**src/rtl/rf_multi.sv**
```systemverilog
// Multi-read-port register file with a priority write port, a write-back port and
// a per-register pending scoreboard. Reads are combinational; writes commit on clk.

module rf_multi_rd #(
  parameter int DATA_W  = 16,
  parameter int ADDR_W  = 4,
  parameter int DEPTH   = 16,
  parameter int BYPASS  = 1,
  parameter int ZERO_R0 = 0
) (
  input  logic                          en,
  input  logic [ADDR_W-1:0]             addr,
  input  logic [DEPTH-1:0][DATA_W-1:0]  mem,
  input  logic [DEPTH-1:0]              pend,
  input  logic                          pc_act,
  input  logic [ADDR_W-1:0]             pc_addr,
  input  logic [DATA_W-1:0]             pc_data,
  input  logic                          w_act,
  input  logic [ADDR_W-1:0]             w_addr,
  input  logic [DATA_W-1:0]             w_data,
  output logic [DATA_W-1:0]             data,
  output logic                          busy
);
  logic r0_hit;
  assign r0_hit = (ZERO_R0 != 0) && (addr == '0);

  always_comb begin
    data = '0;
    if (en && !r0_hit) begin
      // Forwarding mirrors commit priority: pc overrides w-back.
      if ((BYPASS != 0) && pc_act && (pc_addr == addr))     data = pc_data;
      else if ((BYPASS != 0) && w_act && (w_addr == addr))  data = w_data;
      else                                                  data = mem[addr];
    end
  end

  // Pre-edge pending only; a same-cycle write-back does not clear busy early.
  assign busy = en && pend[addr] && !r0_hit;
endmodule

module rf_multi #(
  parameter int DATA_W  = 16,
  parameter int ADDR_W  = 4,
  parameter int NRD     = 2,
  parameter int BYPASS  = 1,
  parameter int ZERO_R0 = 0
) (
  input  logic                   clk,
  input  logic                   rst_n,
  input  logic                   pc_en,
  input  logic [ADDR_W-1:0]      pc_addr,
  input  logic [DATA_W-1:0]      pc_data,
  input  logic                   w_en,
  input  logic [ADDR_W-1:0]      w_addr,
  input  logic [DATA_W-1:0]      w_data,
  input  logic                   rsv_en,
  input  logic [ADDR_W-1:0]      rsv_addr,
  input  logic [NRD-1:0]         rd_en,
  input  logic [NRD*ADDR_W-1:0]  rd_addr,
  output logic [NRD*DATA_W-1:0]  rd_data,
  output logic [NRD-1:0]         rd_busy,
  output logic                   coll
);
  localparam int DEPTH = 1 << ADDR_W;

  logic [DEPTH-1:0][DATA_W-1:0] mem_q, mem_d;
  logic [DEPTH-1:0]             pend_q, pend_d;
  logic                         coll_q, coll_d;
  logic                         pc_act, w_act, rsv_act;

  // Qualified enables: nothing lands while in reset or on a hardwired r0.
  assign pc_act  = pc_en  && rst_n && !((ZERO_R0 != 0) && (pc_addr  == '0));
  assign w_act   = w_en   && rst_n && !((ZERO_R0 != 0) && (w_addr   == '0));
  assign rsv_act = rsv_en && rst_n && !((ZERO_R0 != 0) && (rsv_addr == '0));

  always_comb begin
    mem_d  = mem_q;
    pend_d = pend_q;
    coll_d = pc_act && w_act && (pc_addr == w_addr);
    if (w_act)   mem_d[w_addr]    = w_data;
    if (pc_act)  mem_d[pc_addr]   = pc_data;
    if (w_act)   pend_d[w_addr]   = 1'b0;
    // A new reservation outranks a retiring write-back to the same register.
    if (rsv_act) pend_d[rsv_addr] = 1'b1;
  end

  always_ff @(posedge clk or negedge rst_n) begin
    if (!rst_n) begin
      mem_q  <= '0;
      pend_q <= '0;
      coll_q <= 1'b0;
    end else begin
      mem_q  <= mem_d;
      pend_q <= pend_d;
      coll_q <= coll_d;
    end
  end

  assign coll = coll_q;

  for (genvar k = 0; k < NRD; k++) begin : g_rd
    rf_multi_rd #(
      .DATA_W(DATA_W), .ADDR_W(ADDR_W), .DEPTH(DEPTH),
      .BYPASS(BYPASS), .ZERO_R0(ZERO_R0)
    ) u_rd (
      .en      (rd_en[k]),
      .addr    (rd_addr[k*ADDR_W +: ADDR_W]),
      .mem     (mem_q),
      .pend    (pend_q),
      .pc_act  (pc_act),
      .pc_addr (pc_addr),
      .pc_data (pc_data),
      .w_act   (w_act),
      .w_addr  (w_addr),
      .w_data  (w_data),
      .data    (rd_data[k*DATA_W +: DATA_W]),
      .busy    (rd_busy[k])
    );
  end
endmodule

```
**config.mk**
```make
export PLATFORM = sky130hd
export DESIGN_NAME = rf_multi
export DESIGN_NICKNAME = d
export VERILOG_FILES = /design/src/rtl/rf_multi.sv
export SDC_FILE = /design/constraint.sdc
export NUM_CORES = 1
export LEC_CHECK = 0
export BUFFER_PORTS_ARGS = -buffer_cell sky130_fd_sc_hd__buf_4
export CAP_MARGIN = 10
export CELL_PAD_IN_SITES_DETAIL_PLACEMENT = 1
export CELL_PAD_IN_SITES_GLOBAL_PLACEMENT = 1
export CORE_MARGIN = 2
export CORE_UTILIZATION = 55
export CTS_BUF_LIST = sky130_fd_sc_hd__clkbuf_8
export CTS_CLUSTER_DIAMETER = 40
export DETAILED_ROUTE_END_ITERATION = 7
export PLACE_DENSITY_LB_ADDON = 0.2
export SLEW_MARGIN = 10
export SYNTH_ARGS = -nofsm -noshare
export SYNTH_HDL_FRONTEND = slang
export SYNTH_SLANG_ARGS = --single-unit
export TNS_END_PERCENT = 10
```
**constraint.sdc**
```tcl
create_clock -name clk -period 5.8 [get_ports clk]
set_input_delay 0.58 -clock clk [delete_from_list [all_inputs] [get_ports clk]]
set_output_delay 0.58 -clock clk [all_outputs]
set_load 0.02 [all_outputs]
```
======== Word-level counts from Yosys, hierarchy flattened ========
Index checks and enable logic that the tools add are counted.
storage, ports and cells
  logic and storage cells ................. 76
  bits of input ports ..................... 59
  flip-flop bits (word level) ............. 273
operators by class
  reduce and logical (&&, ||, !) cells .... 14
  muxes and demuxes ....................... 28
  bitwise logic cells ..................... 3
  eq/ne operators ......................... 5
  magnitude comparators ................... 8
operators with widths
  kind                                                               count
  bitwise mux 256 bit                                                2
  two-way mux 256 bit                                                2
  two-way mux 16 bit                                                 12
  binary-select mux 16 bit (select 4 bit)                            2
  demux 16 bit (select 4 bit)                                        2
  less-than comparator 4 x 5 -> 1 bit, second input constant         5
  == test 4 bit                                                      5
  bitwise AND 16 bit                                                 1
  inverter 16 bit                                                    1
  OR 16 bit                                                          1
  logical AND 1 bit                                                  14
  greater-or-equal comparator 4 x 1 -> 1 bit, second input constant  3
  binary-select mux 1 bit (select 4 bit)                             2
  demux 1 bit (select 4 bit)                                         2
  two-way mux 1 bit                                                  4

======== Depth between registers and ports, before layout ========
  depth in word-level cells ............... 9
  mapped depth ............................ 9
  mapped depth without buffers ............ 5

======== Modules after synthesis ========
Synthesis repeated with hierarchy kept, for this count alone.
unflattened totals
  cells, all modules ...................... 2115
  area, all modules ....................... 19054.5 um^2
modules (own cells, without submodules)
  module       instances  area an instance (um^2)  cells each
  rf_multi     1          14189.9                  1659
  rf_multi_rd  2          2432.3                   228

======== Worst setup path before layout ========
No wires, ideal clock.
  path kind ............................... input -> output
  start ................................... input port w_addr[3]
  end ..................................... output port rd_data[23]
  stages on the path ...................... 7
  slack ................................... 3.061 ns
  path buffers ............................ 2
  data arrival time ....................... 2.159 ns
  path through ............................ buf_2 xnor2_1 nand3_1 nor4_4 buf_2 nand2_1 a31oi_1
on the way
  word-level cells in the longest chain between the ends .. 5
RTL lines
  item                RTL line  RTL
  from (decl)         54        input logic [ADDR_W-1:0] w_addr,
  == test 4 bit       32        else if ((BYPASS != 0) && w_act && (w_addr == addr)) data = w_data;
  logical AND 1 bit   32
  two-way mux 16 bit  32
  two-way mux 16 bit  31        if ((BYPASS != 0) && pc_act && (pc_addr == addr)) data = pc_data;
  two-way mux 16 bit  29        if (en && !r0_hit) begin
  to (decl)           60        output logic [NRD*DATA_W-1:0] rd_data,
Every way passes these cells.

======== Final worst setup path ========
  start ................................... input port rst_n
  end ..................................... output port rd_data[31]
on the way
  word-level cells in the longest chain between the ends .. 5
RTL lines
  item                    RTL line  RTL
  from (decl)             49        input logic rst_n,
  logical AND 1 bit       73        assign w_act = w_en && rst_n && !((ZERO_R0 != 0) && (w_addr == '0));
  logical AND 1 bit       32
  two-way mux 16 bit      32
  two-way mux 16 bit (*)  31
  two-way mux 16 bit (*)  29
Mark *: on every way between the ends. The rest lies on a longest branch, timed or not.

==> impl_metrics.yaml <==
worst_setup_path:
  cp_data_required_time_ns: 5.22
  ff2ff_path_depth: 2
  critPathKind: "input port to output port"
  cp_max_fo: 69
  cp-startpoint: "rst_n"
  end_kind: "output port"
  critPathLaunchType: "input port"
  worstReg2RegStart: "mem_q[133]$_DFF_PN0_"
  worst-r2r-setup-slack_ns: 4.86
  reg2reg_to: "mem_q[133]$_DFF_PN0_"
  worstPathArrival_ns: 3.75
clocking:
  cts.sinks: 273
  htree_num_levels: 2
  cts_setup_buffers: 0
  cts.clk_slew.worst_paths_ns: 0.05
  clockBufferDepth: 3
  post_cts_resized: 0
  cts_tree: "done"
  root_buffer: "clkbuf_8"
  clkLatencyLatePin_ns: 0.63
  cts_buffers: 52
  holdBufCountCts: 1
logic_synthesis:
  ys_warn_count: 0
  ys.flop_type: "dfrtp_1"
  synth_edf_count: 0
  synth_area_mm2: 0.01783
  synth.avg_cell_area_um2: 10.19
  ys_ff_latch: 273
  yosysSeqAreaShare_pct: 38.31
  syn_inst: 1750
  synth_cell_type_count: 44
  syn_nets: 1809
  synthArstFlopShare_pct: 100.0
power_and_ir_drop:
  peakVddDrop_mv: 0.2264
  power.leakage_nw: 8.066
  power_density_mw_per_mm2: 339.6
  power_mw: 6.624
place:
  portBuffers: 93
  placed_cell_area_mm2: 0.01842
  dp_hpwl_um: 41150
  place_congestion: 0.8537
  preCtsSetupSlack_ns: 1.979
timing:
  fin_ws_ns: 1.466
  grt_setup_unrepaired: "no"
  slew_headroom_pct: 13.83
  post-route-period-util_pct: 74.72
  max_freq_mhz: 230.8
  finalSetupTns_ns: 0
  finalMaxSlewViolations: 0
  worst_slew_pin_slew_ns: 1.283
  min_period_ns: 4.334
  final_hold_viol_count: 0
  holdWs_ns: 0.2279
  finalClockSkew_ns: 0
  setup_viol_count_final: 0
drt:
  vias: 15440
  dr.first_iter.drc_count: 1473
  drc: 0
  ant_nets: 0
  wl_per_cell_um: 31.84
  drt_wl_total_um: 68870
  routed_via_density: 7.139
  dr.pass1.iters: 5
grt:
  grt_antenna_before_repair: 2
  grt_usage_pct: 41.79
  grt_pass1_vias: 16780
  grt_max_degree: 76
  grt_pass1_wl_um: 103500
  overflow: 0
layout:
  nets: 1782
  area_delta_synth_final_pct: 9.387
  final_cell_mix: "dfrtp_1, mux2i_1, nand2_1, o21ai_0, mux4_2"
  post-route-cell-area_mm2: 0.01951
  drive_gt1_share_pct: 21.32
  final_common_cell: "dfrtp_1"
floorplanning:
  die_x_um: 184.1
  io_pins: 94
  die_h_um: 184.1
  core_mm2: 0.03172
  initial_core_util_pct: 56.23
  num_rows: 65
  die_area_mm2: 0.03388
hold_path:
  holdPathStages: 3
  hp-class: "input port to flip-flop"
  hold_start: "pc_en"
  min_to: "coll$_DFF_PN0_"
run_status:
  status: "finished, final reports clean"
flow_run:
  drv_cap: 0
==> kinds of logic (layout without fill, tap and decap cells) <==
family	count (synthesis)	in the layout	synth area share, %
simple gates	455	455	10.98
mux	396	396	31.91
compound gates	384	384	12.10
flops	273	273	38.31
buf+inv	222	231	5.718
xor+xnor	20	20	0.9822
other cells	0	2	0
==> layer usage <==
metal | global-route usage (%) | vias to the layer above | part of all wire [%]
met3 | 11.79 | 374 | 10
met2 | 66.67 | 897 | 47
met4 | 28.29 | 0 | 7.3
li1 | - | 6261 | -
met5 | 0 | - | 0
met1 | 49.36 | 7910 | 35
==> cell type report <==
class | count | area, um^2
repair buffers | 127 | 996.0
clock inverters | 28 | 222.7
multi-input cells | 1255 | 10040
inverters | 14 | 52.55
clock buffers | 62 | 853.3
fillers | 3403 | 12210
well taps | 402 | 503.0
diodes | 2 | 5.005
flip-flops and latches | 273 | 6832
==> state kept, by name, summed over array words and instances (netlist names) <==
register	flops
coll	1
pend_q	16
mem_q	256
==> through the flow <==
step / utilization (%) / cells
3_5_place_dp: 58.07 / 2070
3_3_place_gp: 58.02 / 2069
5_1_grt: 61.49 / 2161
6_report: 61.51 / 2163
4_1_cts: 61.49 / 2161
2_1_floorplan: - / 1750
==> cells in the mapped netlist, types with 14 or more instances <==
master	n	area share, %
clkbuf_1	127	2.7
buf_1	21	0.44
a21oi_1	112	3.1
inv_1	14	0.29
mux2i_1	257	14
buf_4	22	0.93
a31oi_1	32	1.1
dfrtp_1	273	38
buf_2	29	0.81
a22oi_1	62	2.6
nand2_1	255	5.4
mux4_2	138	17
nor2_1	137	2.9
xor2_1	14	0.69
o21ai_0	147	4.1
o21ai_1	14	0.39
==> critical path, stage by stage <==
cell and delay [ns]:
dlygate4sd3_1 0.56, buf_8 0.45, nand2_1 0.34, nor4_4 1.03, nand2_1 0.16, a31oi_1 0.39, buf_4 0.22
==> how the worst max path moves through the flow <==
| stage | to | depth (start not counted) |
|---|---|---|
| 6_report | rd_data[31] | 7 |
| 5_1_grt | rd_data[31] | 7 |
| 4_1_cts | rd_data[31] | 7 |
| 3_5_place_dp | rd_data[31] | 6 |
| 3_3_place_gp | rd_data[30] | 6 |
| 2_1_floorplan | rd_data[23] | 7 |
==> power by group <==
part / switching, mW / total, mW / internal, mW
clock: 0.919 / 2.02 / 1.11
combinational: 0.854 / 1.76 / 0.910
sequential: 0.429 / 2.84 / 2.41
(Power assumes the default switching activity.)
